`src/rtl/dvp_to_axis.sv`:
```
// dvp_to_axis: packs DVP bytes (pclk/rst/vsync/href/data/ena) LSB-first into AXIS words (tvalid/tready/tdata) through a FWFT FIFO, reporting {overflow_sticky, full} and occupancy
module dvp_to_axis #(
  parameter int P_DVP_DATA_WIDTH  = 8,
  parameter int P_AXIS_DATA_WIDTH = 64,
  parameter int P_FIFO_DEPTH      = 16
) (
  input  logic                               i_dvp_pclk,
  input  logic                               i_dvp_rst,
  input  logic                               i_dvp_vsync,
  input  logic                               i_dvp_href,
  input  logic [P_DVP_DATA_WIDTH-1:0]        i_dvp_data,
  input  logic                               i_axis_clk,
  input  logic                               i_dvp_ena,
  output logic [1:0]                         o_fifo_wr_stat,
  output logic [$clog2(P_FIFO_DEPTH):0]      o_fifo_rd_stat,
  output logic                               m_axis_tvalid,
  input  logic                               m_axis_tready,
  output logic [P_AXIS_DATA_WIDTH-1:0]       m_axis_tdata
);
  localparam int DW = P_DVP_DATA_WIDTH;
  localparam int AW = P_AXIS_DATA_WIDTH;
  localparam int N  = AW / DW;
  localparam int LW = N > 1 ? $clog2(N) : 1;
  localparam int PW = P_FIFO_DEPTH > 1 ? $clog2(P_FIFO_DEPTH) : 1;
  localparam int CW = $clog2(P_FIFO_DEPTH) + 1;
  logic [LW-1:0] lane_q, lane_d;
  logic [AW-1:0] pack_q, pack_d;
  logic          push_q, push_d;
  logic [PW-1:0] wp_q, wp_d, rp_q, rp_d;
  logic [CW-1:0] cnt_q, cnt_d;
  logic          ovf_q, ovf_d;
  logic [AW-1:0] mem_q [P_FIFO_DEPTH];
  logic          cap, clr, full, pop, push, unused_axis_clk;
  assign unused_axis_clk = i_axis_clk;
  assign cap  = i_dvp_ena & i_dvp_href & ~i_dvp_vsync;
  assign clr  = i_dvp_vsync | ~i_dvp_ena;
  assign full = cnt_q == CW'(P_FIFO_DEPTH);
  assign pop  = (cnt_q != '0) & m_axis_tready;
  assign push = push_q & (~full | pop);
  always_comb begin
    lane_d = clr ? '0 : cap ? (lane_q == LW'(N - 1) ? '0 : lane_q + 1'b1) : lane_q;
    pack_d = pack_q;
    if (cap) pack_d[lane_q * DW +: DW] = i_dvp_data;
    push_d = cap & (lane_q == LW'(N - 1));
    wp_d   = push ? wp_q + 1'b1 : wp_q;
    rp_d   = pop ? rp_q + 1'b1 : rp_q;
    cnt_d  = cnt_q + CW'(push) - CW'(pop);
    ovf_d  = ovf_q | (push_q & full & ~pop);
  end
  always_ff @(posedge i_dvp_pclk or posedge i_dvp_rst) begin
    if (i_dvp_rst) begin
      lane_q <= '0;
      pack_q <= '0;
      push_q <= 1'b0;
      wp_q   <= '0;
      rp_q   <= '0;
      cnt_q  <= '0;
      ovf_q  <= 1'b0;
    end else begin
      lane_q <= lane_d;
      pack_q <= pack_d;
      push_q <= push_d;
      wp_q   <= wp_d;
      rp_q   <= rp_d;
      cnt_q  <= cnt_d;
      ovf_q  <= ovf_d;
    end
  end
  // the completed word stays in pack_q for one edge; only lane 0 can be overwritten on the push edge
  always_ff @(posedge i_dvp_pclk) begin
    if (push) mem_q[wp_q] <= pack_q;
  end
  assign m_axis_tvalid  = cnt_q != '0;
  assign m_axis_tdata   = m_axis_tvalid ? mem_q[rp_q] : '0;
  assign o_fifo_rd_stat = cnt_q;
  assign o_fifo_wr_stat = {ovf_q, full};
endmodule

```
`config.mk`:
```
export PLATFORM = sky130hd
export DESIGN_NAME = dvp_to_axis
export DESIGN_NICKNAME = d
export VERILOG_FILES = /design/src/rtl/dvp_to_axis.sv
export SDC_FILE = /design/constraint.sdc
export NUM_CORES = 1
export LEC_CHECK = 0
export CAP_MARGIN = 10
export CORE_UTILIZATION = 34
export CTS_CLUSTER_SIZE = 8
export DETAILED_ROUTE_END_ITERATION = 8
export PLACE_DENSITY = 0.58
export SYNTH_ARGS = -nofsm -noshare
export SYNTH_HDL_FRONTEND = slang
export SYNTH_SLANG_ARGS = --single-unit
export TNS_END_PERCENT = 100
```
`constraint.sdc`:
```
create_clock -name i_dvp_pclk -period 7.2 [get_ports i_dvp_pclk]
set_clock_uncertainty 0.1 [all_clocks]
set_input_delay 1.08 -clock i_dvp_pclk [delete_from_list [all_inputs] [get_ports i_dvp_pclk]]
set_output_delay 1.08 -clock i_dvp_pclk [all_outputs]
set_load 0.005 [all_outputs]
```
Yosys cells after proc, flatten, opt, wreduce, memory -nomap -nowiden
Memories as Yosys holds them, arrays and structs flattened.
Index checks and enable logic that the tools add are counted.
{"block": "totals", "out_inout_bits": 72, "in_bits": 15, "ram_bits": 1024, "register_bits": 82, "word_cells": 41, "mem_count": 1}
{"memory": "mem_q", "depth": 16, "word_bits": 64, "rd": 1, "rd_ports_with_merged_regs": 0, "wr": 1, "line": "32", "text": "logic [AW-1:0] mem_q [P_FIFO_DEPTH];"}
{"block": "op_classes", "n_addsub": 6, "mux": 7, "shifts": 2, "bitwise_logic": 14, "eq_ne": 2, "reduce_logical": 2}
{"op": "bitwise mux 64 bit", "count": 1}
{"op": "2-to-1 mux 64 bit", "count": 1}
{"op": "variable shift 8 x 34 -> 64 bit (first input constant)", "count": 1}
{"op": "variable part select 8 x 34 -> 64 bit", "count": 1}
{"op": "negator 6 -> 34 bit", "count": 1}
{"op": "2-to-1 mux 3 bit", "count": 3}
{"op": "adder 4 x 1 -> 4 bit (second input constant)", "count": 2}
{"op": "bitwise AND 1 bit", "count": 7}
{"op": "adder 5 x 1 -> 5 bit", "count": 1}
{"op": "equality test 5 bit (second input constant)", "count": 1}
{"op": "nonzero test 5 bit", "count": 1}
{"op": "subtractor 5 x 1 -> 5 bit", "count": 1}
{"op": "inverter 1 bit", "count": 4}
{"op": "adder 3 x 1 -> 3 bit (second input constant)", "count": 1}
{"op": "equality test 3 bit (second input constant)", "count": 1}
{"op": "OR 1 bit", "count": 3}
{"op": "2-to-1 mux 1 bit", "count": 2}
{"op": "nonzero test 2 bit", "count": 1}

Logic depth before layout (Yosys ltp)
{"block": "depth", "depth_word": 6, "mapped_depth": 13}

Worst setup path before layout
Ideal clock, no wire load.
{"block": "synth_timing", "path_type": "input port to flip-flop", "start": "in m_axis_tready", "end": "mem mem_q[3][0] in the netlist's numbering, enable pin", "setup_ns": 0.564, "path_slack_ns": 0.578, "required_ns": 6.536, "path_buffers": 0, "arrival_time_ns": 5.958, "path_stages": 4, "path_cell_list": "inv_1 > a21boi_2 > nand2_1 > nor3_1"}
{"block": "synth_via", "elab_chain_cells": 5}
{"element": "start: declaration", "line": "17", "text": "input logic m_axis_tready,"}
{"element": "bitwise AND 1 bit", "line": "38", "text": "assign pop = (cnt_q != '0) & m_axis_tready;"}
{"element": "OR 1 bit", "line": "39", "text": "assign push = push_q & (~full | pop);"}
{"element": "bitwise AND 1 bit", "line": "39"}
{"element": "2-to-1 mux 1 bit", "line": "71", "text": "if (push) mem_q[wp_q] <= pack_q;"}
{"element": "2-to-1 mux 1 bit (implied by the code)", "line": "71"}
{"element": "end: declaration", "line": "32"}
No other way between the ends.

Worst setup path after layout
{"block": "layout_timing", "start": "reg rp_q[2]", "end": "out m_axis_tdata[58]"}
{"block": "layout_via", "elab_chain_cells": 2}
{"element": "start: declaration", "line": "29", "text": "logic [PW-1:0] wp_q, wp_d, rp_q, rp_d;"}
{"element": "start signal: assignment", "line": "64", "text": "rp_q <= rp_d;"}
{"element": "memory read (16 x 64 bit)"}
{"element": "2-to-1 mux 64 bit", "line": "74", "text": "assign m_axis_tdata = m_axis_tvalid ? mem_q[rp_q] : '0;"}
{"element": "end: declaration", "line": "18", "text": "output logic [P_AXIS_DATA_WIDTH-1:0] m_axis_tdata"}
No other way between the ends.

==> metrics.md <==
| Metric | Value |
|---|---|
| Synth area leader | edfxtp_1 |
| Hold Path Class | reg2reg |
| DRC Markers | 0 |
| Clock sink count | 1106 |
| GRT overflow | 0 |
| Highest Signal Layer | met5 |
| # fillers | 10900 |
| CP peak stage delay | 940 ps |
| Global placer's final weighted congestion | 0.747 |
| Slowest stage cell, crit path | dfrtp_4 |
| Core Box Area | 124000 um2 |
| Routed WL per cell | 27.0 um |
| Fmax | 180 MHz |
| P per Cell Area | 348 nW/um2 |
| Row count | 129 |
| Unrepaired setup endpoints after global routing | no |
| Most common cell after layout, fill and taps aside | edfxtp_1 |
| Worst Setup Slack, final | 1660 ps |
| Worst hold slack | 412 ps |
| Slew headroom | 23.8% |
| Ant. Diodes | 0 |
| Area post-placement | 45300 um2 |
| Yosys warns | 0 |
| Ports | 87 |
| Critical Path RT | 6020 ps |
| Wire length on met2 | 50.7 mm |
| Worst vdd ir | 0.258 mV |
| CP top delay family | buffers and inverters |
| CP Launch Type | flip-flop |
| Final wirelength | 103 mm |
| Detail Route Antenna Nets | 0 |
| Sequential share of the synthesized area | 77.5% |
| CTS H-tree lvls | 4 |
| Fin crit share | 77.0% |
| Via density | 5.24 |
| Syn nets | 1953 |
| Crit path time final | 5540 ps |
| Initial DRC Count | 1968 |
| Post-synth top area share | 72.7% |
| Fin area | 49700 um2 |
| Skew-Pair Late Insertion Delay | 750 ps |
| Cts bufs inserted | 156 |
| Mapped Cells | 1923 |
| CTS max path bufs | 3 |
| Reg area | 32800 um2 |
| Pre-antenna DRT Iters | 5 |
| First-pass GRT wire length | 150 mm |
| Initial Util | 34.2% |
| Yosys reg bits | 1106 |
| Area delta synth->final | 17.5% |
| CP bufs+invs | 2 |
| Area of the multi-input gates | 8960 um2 |
| Die Ht | 355 um |
| Final setup vio count | 0 |
| Worst Setup End Kind | output pin |
| Critical path cell sequence | buf_4 -> mux4_2 -> mux2i_1 -> o31ai_1 -> clkdlybuf4s50_1 |
| Die width | 355 um |
| WL met1 | 44.0 mm |
| Worst Tran Pin Value | 1140 ps |
| Die footprint | 126000 um2 |
| Place WS | 2420 ps |
| Vias in the first global route | 21400 |
| Initial antenna violation count | 8 |
| Final Max Slew Viols | 0 |
| Clock slew at reported path FFs | 60 ps |
| Post-route setup TNS | 0 ps |
| Met3 WL post-DR | 6.33 mm |
| PostCTS Resize Cnt | 0 |
| Setup bufs post-CTS | 0 |
| Max-Cap Viols | 0 |
| CTS tree | done |
| Largest net degree at the start of global routing | 87 |
| Port bufs | 85 |
| Share of cells above drive strength 1 | 24.3% |
| Arrival time worst endpoint | 4360 ps |
| Pwr Total | 17.3 mW |
| Yosys cell types | 46 |
| Total track usage | 16.6% |
| Post-CTS Hold Buffers | 0 |
| HPWL after detailed placement | 53.2 mm |
| Top post-synthesis cells by area | edfxtp_1 (73%), mux4_2 (14%), dfrtp_1 (4.9%) |
| Syn avg cell area | 22.0 um2 |
| Final hold vios | 0 |
| Via count | 20000 |
| P_leak | 16.1 nW |
| Clk Tree Root Cell | clkbuf_16 |
| Mapped cell area | 42300 um2 |
| Most frequent cells in the layout | edfxtp_1 (1024), mux4_2 (254), clkbuf_16 (156), clkdlybuf4s50_1 (85), dfrtp_1 (78) |
| Critical path class | reg2out |
| Status | finished, final reports clean |
| Crit-path max FO | 51 |
| Nets | 2131 |
[worst register-to-register path, cell delays in order (launching register included)]
cell      delay [ps]
dfrtp_1          390
inv_1             80
ha_1             200
and4bb_2         270
a21boi_2         340
nand2_1          350
nor2_4           970
buf_4            630
[logic make-up after synthesis]
kind of cell / synth area share (%)
AOI/OAI and AO/OA: 2.80
xor gates and xnor gates: 0.207
adders and majority gates: 0.461
buffers and inverters: 1.58
DFF: 77.5
muxes: 15.8
and+or+nand+nor: 1.59
[layer usage]
| metal | vias up | GRT usage [%] |
|---|---|---|
| li1 | 8404 | - |
| met1 | 10800 | 22.4 |
| met2 | 660 | 27.0 |
| met3 | 164 | 3.80 |
| met4 | 8 | 4.91 |
| met5 | - | 0 |
[cell usage after synthesis, drive strengths merged]
cell        n
a31o        1
or3         5
mux2       25
fa          1
nand3b      1
o21ai      58
and3        4
nand4bb     1
nor4        2
a21o        1
nand3      17
nor4b       1
nor2b       2
a22oi      65
nor2       20
xnor2       8
or2         1
or4         1
o31ai      47
a21oi       4
clkbuf     30
and4bb      1
edfxtp   1024
a21boi      1
ha         14
nor3        7
xor2        2
mux2i      69
nand4b      1
nor3b       2
nand2b      4
inv        29
and2        3
mux4      254
buf        79
dfrtp      82
nand4       3
nand2      53
[state kept, by name (all words and copies together) (netlist names)]
name / cells
o_fifo_rd_stat: 5
ovf_q: 1
rp_q: 4
push_q: 1
lane_q: 3
mem_q: 1024
wp_q: 4
pack_q: 64
[final cells by class]
| class | instances | share of cell area (%) |
|---|---|---|
| sequential | 1106 | 66.0 |
| multi-input combinational | 679 | 18.0 |
| clock buffer | 228 | 8.40 |
| tap | 1637 | 4.12 |
| timing repair buffer | 129 | 2.65 |
| clock inverter | 16 | 0.559 |
| inverter | 29 | 0.224 |
[report_power, final]
group | total [mW] | switching, mW | internal (mW)
sequential | 7.37 | 0.292 | 7.08
combinational | 3.24 | 1.73 | 1.51
clock | 6.68 | 2.67 | 4.00
total | 17.3 | 4.69 | 12.6
[path summary, 6_finish.rpt]
| path | cells past startpoint | from | slack [ps] | to |
|---|---|---|---|---|
| max | 5 | rp_q[2]$_DFFE_PP0N_ | 1660 | m_axis_tdata[58] |
| min | 1 | ovf_q$_DFF_PP0_ | 410 | ovf_q$_DFF_PP0_ |
| max reg2reg | 7 | o_fifo_rd_stat[3]$_DFF_PP0_ | 3490 | mem_q[7][62]$_DFFE_PP_ |
| min reg2reg | 1 | ovf_q$_DFF_PP0_ | 410 | ovf_q$_DFF_PP0_ |
| max in group asynchronous | 3 | i_dvp_rst | 5120 | pack_q[16]$_DFFE_PP0P_ |
| min in group asynchronous | 2 | i_dvp_rst | 660 | pack_q[40]$_DFFE_PP0P_ |
[per-stage QoR]
step | util (%) | cells
after global placement | 36.6 | 3580
after floorplan | - | 1923
after global routing | 40.2 | 3824
after detailed placement | 36.6 | 3580
final | 40.2 | 3824
after CTS | 40.2 | 3824
No activity file was read; power rests on OpenSTA's default activity.
